$ cat src/rtl/waveform_pingpong_ctrl.sv
// Ping-pong waveform buffer sequencer: packs 16-bit pipe words into samples,
// loads the inactive bank and plays the active bank. Banks swap only at a
// waveform wrap, or immediately from idle, once the inactive bank is full.
module waveform_pingpong_ctrl #(
    parameter int unsigned ADDR_W = 10,
    parameter int unsigned DATA_W = 32
) (
    input  logic              ti_clk,
    input  logic              reset,
    input  logic              feed_data_valid,
    input  logic [15:0]       feed_data,
    input  logic              flush,
    input  logic              play_en,
    input  logic              play_tick,
    input  logic              rewind,
    output logic              wr_en,
    output logic              wr_bank,
    output logic [ADDR_W-1:0] wr_addr,
    output logic [DATA_W-1:0] wr_data,
    output logic              rd_bank,
    output logic [ADDR_W-1:0] rd_addr,
    output logic              play_valid,
    output logic              wrap,
    output logic              load_done,
    output logic              overflow
);

    localparam int unsigned WORD_W = 16;
    localparam logic [ADDR_W-1:0] LAST_ADDR = '1;

    localparam logic [0:0] L_LOAD = 1'b0;
    localparam logic [0:0] L_FULL = 1'b1;
    localparam logic [0:0] P_IDLE = 1'b0;
    localparam logic [0:0] P_RUN  = 1'b1;

    logic [0:0]        l_state, l_state_nx;
    logic [0:0]        p_state, p_state_nx;
    logic              phase_hi, phase_hi_nx;
    logic [WORD_W-1:0] lo_word, lo_word_nx;
    logic [ADDR_W-1:0] wr_ptr, wr_ptr_nx;
    logic              active_bank, active_bank_nx;
    logic              swap;

    logic              wr_en_nx, wr_bank_nx, play_valid_nx, wrap_nx;
    logic              load_done_nx, overflow_nx;
    logic [ADDR_W-1:0] wr_addr_nx, rd_addr_nx;
    logic [DATA_W-1:0] wr_data_nx;

    // The read side always exposes the active bank straight from its flop
    assign rd_bank = active_bank;

    // Next-state and output decode for the playback and loader FSMs
    always_comb begin
        l_state_nx     = l_state;
        p_state_nx     = p_state;
        phase_hi_nx    = phase_hi;
        lo_word_nx     = lo_word;
        wr_ptr_nx      = wr_ptr;
        active_bank_nx = active_bank;
        swap           = 1'b0;
        wr_en_nx       = 1'b0;
        wr_bank_nx     = ~active_bank;
        wr_addr_nx     = wr_addr;
        wr_data_nx     = wr_data;
        rd_addr_nx     = rd_addr;
        play_valid_nx  = play_valid;
        wrap_nx        = 1'b0;
        load_done_nx   = load_done;
        overflow_nx    = overflow;

        // Playback: a flush in the same cycle cancels the pending swap
        case (p_state)
            P_IDLE: begin
                rd_addr_nx    = '0;
                play_valid_nx = 1'b0;
                if (load_done && !flush) begin
                    swap          = 1'b1;
                    p_state_nx    = P_RUN;
                    play_valid_nx = 1'b1;
                end
            end
            default: begin
                if (rewind) begin
                    rd_addr_nx = '0;
                end else if (play_tick && play_en) begin
                    if (rd_addr == LAST_ADDR) begin
                        rd_addr_nx = '0;
                        wrap_nx    = 1'b1;
                        swap       = load_done && !flush;
                    end else begin
                        rd_addr_nx = rd_addr + 1'b1;
                    end
                end
            end
        endcase

        if (swap) begin
            active_bank_nx = ~active_bank;
        end

        // Loader: flush wins over any word presented in the same cycle
        if (flush) begin
            l_state_nx   = L_LOAD;
            wr_ptr_nx    = '0;
            phase_hi_nx  = 1'b0;
            overflow_nx  = 1'b0;
            load_done_nx = 1'b0;
        end else begin
            case (l_state)
                L_LOAD: begin
                    if (feed_data_valid) begin
                        if (!phase_hi) begin
                            lo_word_nx  = feed_data;
                            phase_hi_nx = 1'b1;
                        end else begin
                            wr_en_nx    = 1'b1;
                            wr_addr_nx  = wr_ptr;
                            wr_data_nx  = DATA_W'({feed_data, lo_word});
                            wr_ptr_nx   = wr_ptr + 1'b1;
                            phase_hi_nx = 1'b0;
                            if (wr_ptr == LAST_ADDR) begin
                                l_state_nx   = L_FULL;
                                load_done_nx = 1'b1;
                            end
                        end
                    end
                end
                default: begin
                    if (feed_data_valid) begin
                        overflow_nx = 1'b1;
                    end
                    if (swap) begin
                        l_state_nx   = L_LOAD;
                        wr_ptr_nx    = '0;
                        phase_hi_nx  = 1'b0;
                        load_done_nx = 1'b0;
                    end
                end
            endcase
        end
    end

    // State and registered outputs, cleared asynchronously on reset
    always_ff @(posedge ti_clk or posedge reset) begin
        if (reset) begin
            l_state     <= L_LOAD;
            p_state     <= P_IDLE;
            phase_hi    <= 1'b0;
            lo_word     <= '0;
            wr_ptr      <= '0;
            active_bank <= 1'b0;
            wr_en       <= 1'b0;
            wr_bank     <= 1'b0;
            wr_addr     <= '0;
            wr_data     <= '0;
            rd_addr     <= '0;
            play_valid  <= 1'b0;
            wrap        <= 1'b0;
            load_done   <= 1'b0;
            overflow    <= 1'b0;
        end else begin
            l_state     <= l_state_nx;
            p_state     <= p_state_nx;
            phase_hi    <= phase_hi_nx;
            lo_word     <= lo_word_nx;
            wr_ptr      <= wr_ptr_nx;
            active_bank <= active_bank_nx;
            wr_en       <= wr_en_nx;
            wr_bank     <= wr_bank_nx;
            wr_addr     <= wr_addr_nx;
            wr_data     <= wr_data_nx;
            rd_addr     <= rd_addr_nx;
            play_valid  <= play_valid_nx;
            wrap        <= wrap_nx;
            load_done   <= load_done_nx;
            overflow    <= overflow_nx;
        end
    end

endmodule
$ cat config.mk
export PLATFORM = sky130hd
export DESIGN_NAME = waveform_pingpong_ctrl
export DESIGN_NICKNAME = d
export VERILOG_FILES = /design/src/rtl/waveform_pingpong_ctrl.sv
export SDC_FILE = /design/constraint.sdc
export NUM_CORES = 1
export LEC_CHECK = 0
export CAP_MARGIN = 20
export CORE_MARGIN = 4
export CORE_UTILIZATION = 50
export CTS_CLUSTER_SIZE = 25
export DETAILED_ROUTE_END_ITERATION = 12
export MAX_ROUTING_LAYER = met4
export PLACE_DENSITY_LB_ADDON = 0.12
export SYNTH_ARGS = -nofsm -noshare
export SYNTH_HDL_FRONTEND = slang
export SYNTH_SLANG_ARGS = --single-unit
$ cat constraint.sdc
create_clock -name ti_clk -period 7.6 [get_ports ti_clk]
set_input_delay 1.52 -clock ti_clk [delete_from_list [all_inputs] [get_ports ti_clk]]
set_output_delay 1.52 -clock ti_clk [all_outputs]
set_load 0.01 [all_outputs]
==> impl_metrics.xml <==
<?xml version="1.0" encoding="UTF-8"?>
<metrics>
  <group name="yosys">
    <metric name="synthesis.instances" unit="">359</metric>
    <metric name="synth.lib_cells_used.distinct" unit="">37</metric>
    <metric name="synth-async-reset-ratio" unit="">1.00</metric>
    <metric name="mean_area_per_synthesized_cell" unit="um2">10.0</metric>
    <metric name="yosys_most_used_dff" unit="">sky130_fd_sc_hd__dfrtp_1</metric>
    <metric name="ys_seq_area_frac" unit="">0.612</metric>
    <metric name="synth_edf_count" unit="">0</metric>
    <metric name="synthesis.yosys.warnings" unit="">0</metric>
    <metric name="postSynthNetCount" unit="">384</metric>
    <metric name="yosys_register_bits" unit="">88</metric>
    <metric name="synthesis.area" unit="mm2">0.00360</metric>
  </group>
  <group name="clock_tree">
    <metric name="cts-buffers-inserted" unit="">9</metric>
    <metric name="post_cts_hold_buffer_count" unit="">0</metric>
    <metric name="clock-sinks" unit="">88</metric>
    <metric name="cts.clk_slew.worst_paths" unit="ps">80</metric>
    <metric name="ctsLongestPathBuffers" unit="">2</metric>
    <metric name="clk_latency_worst_skew_pair" unit="ps">350</metric>
    <metric name="ctsHtreeMaxLevel" unit="">3</metric>
    <metric name="clock_tree.root_cell" unit="">sky130_fd_sc_hd__clkbuf_8</metric>
    <metric name="clock_tree_from_tritoncts" unit="">done</metric>
    <metric name="cts_setup_buffers" unit="">0</metric>
    <metric name="cts-resized-gates" unit="">0</metric>
  </group>
  <group name="floorplanning">
    <metric name="chipWidth" unit="um">92.8</metric>
    <metric name="core" unit="mm2">0.00691</metric>
    <metric name="io_pins" unit="">82</metric>
    <metric name="area_enclosed_by_the_die_boundary" unit="mm2">0.00862</metric>
    <metric name="placementRows" unit="">30</metric>
    <metric name="effective_utilization_at_floorplan" unit="">0.521</metric>
    <metric name="die-height" unit="um">92.8</metric>
  </group>
  <group name="drt">
    <metric name="finalWirelength" unit="um">7610</metric>
    <metric name="drt_iter0_drc" unit="">185</metric>
    <metric name="post_drt_wl_per_cell" unit="um">14.0</metric>
    <metric name="drt_first_pass_iters" unit="">5</metric>
    <metric name="drc" unit="">0</metric>
    <metric name="detail_route.vias_per_cell" unit="">5.11</metric>
    <metric name="vias" unit="">2776</metric>
    <metric name="detail-route-antenna-nets" unit="">0</metric>
  </group>
  <group name="pwr">
    <metric name="max-vdd-ir-drop" unit="mV">0.158</metric>
    <metric name="power_density" unit="mW/mm2">260</metric>
    <metric name="power.static_leakage" unit="nW">2.18</metric>
  </group>
  <group name="timing">
    <metric name="unrepaired_setup_endpoints_after_global_routing" unit="">false</metric>
    <metric name="post-route-min-period" unit="ps">4640</metric>
    <metric name="tightestPinTransition" unit="ps">971</metric>
    <metric name="post-route-period-util" unit="">0.611</metric>
    <metric name="max-slew-margin-rel" unit="">0.352</metric>
    <metric name="maxClockFrequency" unit="MHz">215</metric>
    <metric name="setup_viol_count_final" unit="">0</metric>
    <metric name="fin_skew" unit="ps">7.33</metric>
    <metric name="slew_violations" unit="">0</metric>
    <metric name="fin_setup_tns" unit="ps">0</metric>
    <metric name="hold_viol_final" unit="">0</metric>
  </group>
  <group name="critical_path">
    <metric name="cp_data_required_time" unit="ps">7870</metric>
    <metric name="crit_arrival" unit="ps">4910</metric>
    <metric name="crit_path_start" unit="">flush</metric>
    <metric name="timing.critical_path.to_type" unit="">flip-flop</metric>
    <metric name="timing.rr.start" unit="">l_state</metric>
    <metric name="path_class" unit="">in -&gt; reg</metric>
    <metric name="rrSetupSlack" unit="ps">4220</metric>
    <metric name="crit_fanout" unit="">48</metric>
    <metric name="cp-start-kind" unit="">input port</metric>
  </group>
  <group name="run">
    <metric name="maxCapViolations" unit="">0</metric>
  </group>
  <group name="global_routing">
    <metric name="grt_pass1_wl" unit="um">13100</metric>
    <metric name="grt_start_max_net_pins" unit="">89</metric>
    <metric name="grt-ovfl-total" unit="">0</metric>
    <metric name="via_count_of_the_first_global_routing_pass" unit="">2755</metric>
    <metric name="grt_usage" unit="">0.194</metric>
    <metric name="grt_antenna_before_repair" unit="">0</metric>
  </group>
  <group name="layout">
    <metric name="layout_commonest_cell" unit="">sky130_fd_sc_hd__nand2_1</metric>
    <metric name="regArea" unit="mm2">0.00220</metric>
    <metric name="fill_cells" unit="">564</metric>
    <metric name="finalCoreUtilization" unit="">0.686</metric>
    <metric name="area_delta_synth_final" unit="%">31.6</metric>
    <metric name="multi_input_area" unit="mm2">0.00134</metric>
    <metric name="most-common-layout-cells" unit="">142 x sky130_fd_sc_hd__nand2_1, 88 x sky130_fd_sc_hd__dfrtp_1, 81 x sky130_fd_sc_hd__clkdlybuf4s50_1</metric>
    <metric name="finish.net_count" unit="">467</metric>
    <metric name="num_antenna_cells" unit="">0</metric>
    <metric name="drive_gt1_frac" unit="">0.101</metric>
  </group>
  <group name="min_path">
    <metric name="hp-class" unit="">reg -&gt; reg</metric>
    <metric name="min-delay-start" unit="">lo_word[3]</metric>
  </group>
  <group name="place">
    <metric name="gpl.final_weighted_congestion" unit="">0.832</metric>
    <metric name="port-buffer-count" unit="">81</metric>
    <metric name="hpwl" unit="um">4990</metric>
  </group>
  <group name="run_status">
    <metric name="outcome" unit="">finished, final reports clean</metric>
  </group>
</metrics>
routing by layer:
metal / share of wire / wire length, um / vias to the layer above / GRT usage
met1: 0.47 / 3570 / 1343 / 0.266
met2: 0.47 / 3610 / 64 / 0.293
met5: 0 / 0 / - / -
li1: - / - / 1359 / -
met4: 0.012 / 94 / 0 / 0.0586
met3: 0.045 / 339 / 10 / 0.0422
registers in the layout (all words and copies together) (netlist names), 10 cells and up:
register  count
wr_data      32
lo_word      16
rd_addr      10
wr_addr      10
wr_ptr       10
critical path, cell delays in order:
cell and delay (ps):
sky130_fd_sc_hd__clkdlybuf4s50_1 490, sky130_fd_sc_hd__nor2_1 630, sky130_fd_sc_hd__nand3_2 880, sky130_fd_sc_hd__inv_2 960
sky130_fd_sc_hd__a41oi_1 220, sky130_fd_sc_hd__a31oi_1 190
area by class of cell:
type | instances | area share
Clock buffer | 10 | 0.0291
Clock inverter | 6 | 0.0143
Inverter | 5 | 0.00423
Multi-Input combinational cell | 254 | 0.282
Sequential cell | 88 | 0.465
Tap cell | 96 | 0.0254
Timing Repair Buffer | 84 | 0.180
power by group:
group | switching, mW | internal [mW]
combinational | 0.126 | 0.163
clock | 0.168 | 0.162
sequential | 0.0582 | 0.555
total | 0.351 | 0.880
through the flow:
| stage | cell area, um2 | power (mW) | worst slack, ps | std cells | hold slack, ps |
|---|---|---|---|---|---|
| detailed placement | 4500 | 0.911 | 2630 | 526 | 452 |
| CTS | 4710 | 1.24 | 2930 | 542 | 472 |
| global route | 4740 | 1.30 | 2560 | 543 | 494 |
| global placement | 4500 | 0.903 | 2700 | 526 | 443 |
| finish | 4740 | 1.23 | 2960 | 543 | 470 |
| floorplan | 3600 | 0.736 | 3800 | 359 | 435 |
synthesized netlist by cell type, types with 4 or more instances:
library cell,number,area (um2)
sky130_fd_sc_hd__inv_1,4,15.0
sky130_fd_sc_hd__nor2_1,16,60.1
sky130_fd_sc_hd__nand2b_1,5,31.3
sky130_fd_sc_hd__a31oi_1,10,62.6
sky130_fd_sc_hd__dfrtp_1,88,2200
sky130_fd_sc_hd__o21ai_0,13,65.1
sky130_fd_sc_hd__mux2_2,16,180
sky130_fd_sc_hd__nand2_1,142,533
sky130_fd_sc_hd__nand3_1,7,35.0
sky130_fd_sc_hd__nor3_1,5,25.0
sky130_fd_sc_hd__clkbuf_1,10,37.5
sky130_fd_sc_hd__xnor2_1,5,43.8
sky130_fd_sc_hd__a21oi_1,8,40.0
cell families after synthesis:
| family | synth area share |
|---|---|
| simple gates | 0.220 |
| flops | 0.612 |
| compound gates | 0.0730 |
| buf+inv | 0.0184 |
| mux | 0.0529 |
| xor+xnor | 0.0170 |
| fa+ha+maj | 0.00695 |
final timing paths:
check | endpoint | cells after the start
hold / removal | wr_data[3] | 2
min in group asynchronous | rd_addr[6] | 3
setup reg to reg | wr_ptr[8] | 5
setup / recovery | wr_ptr[8] | 6
hold reg to reg | wr_data[3] | 2
max in group asynchronous | lo_word[7] | 4
Power figures use the tool's default switching activity.
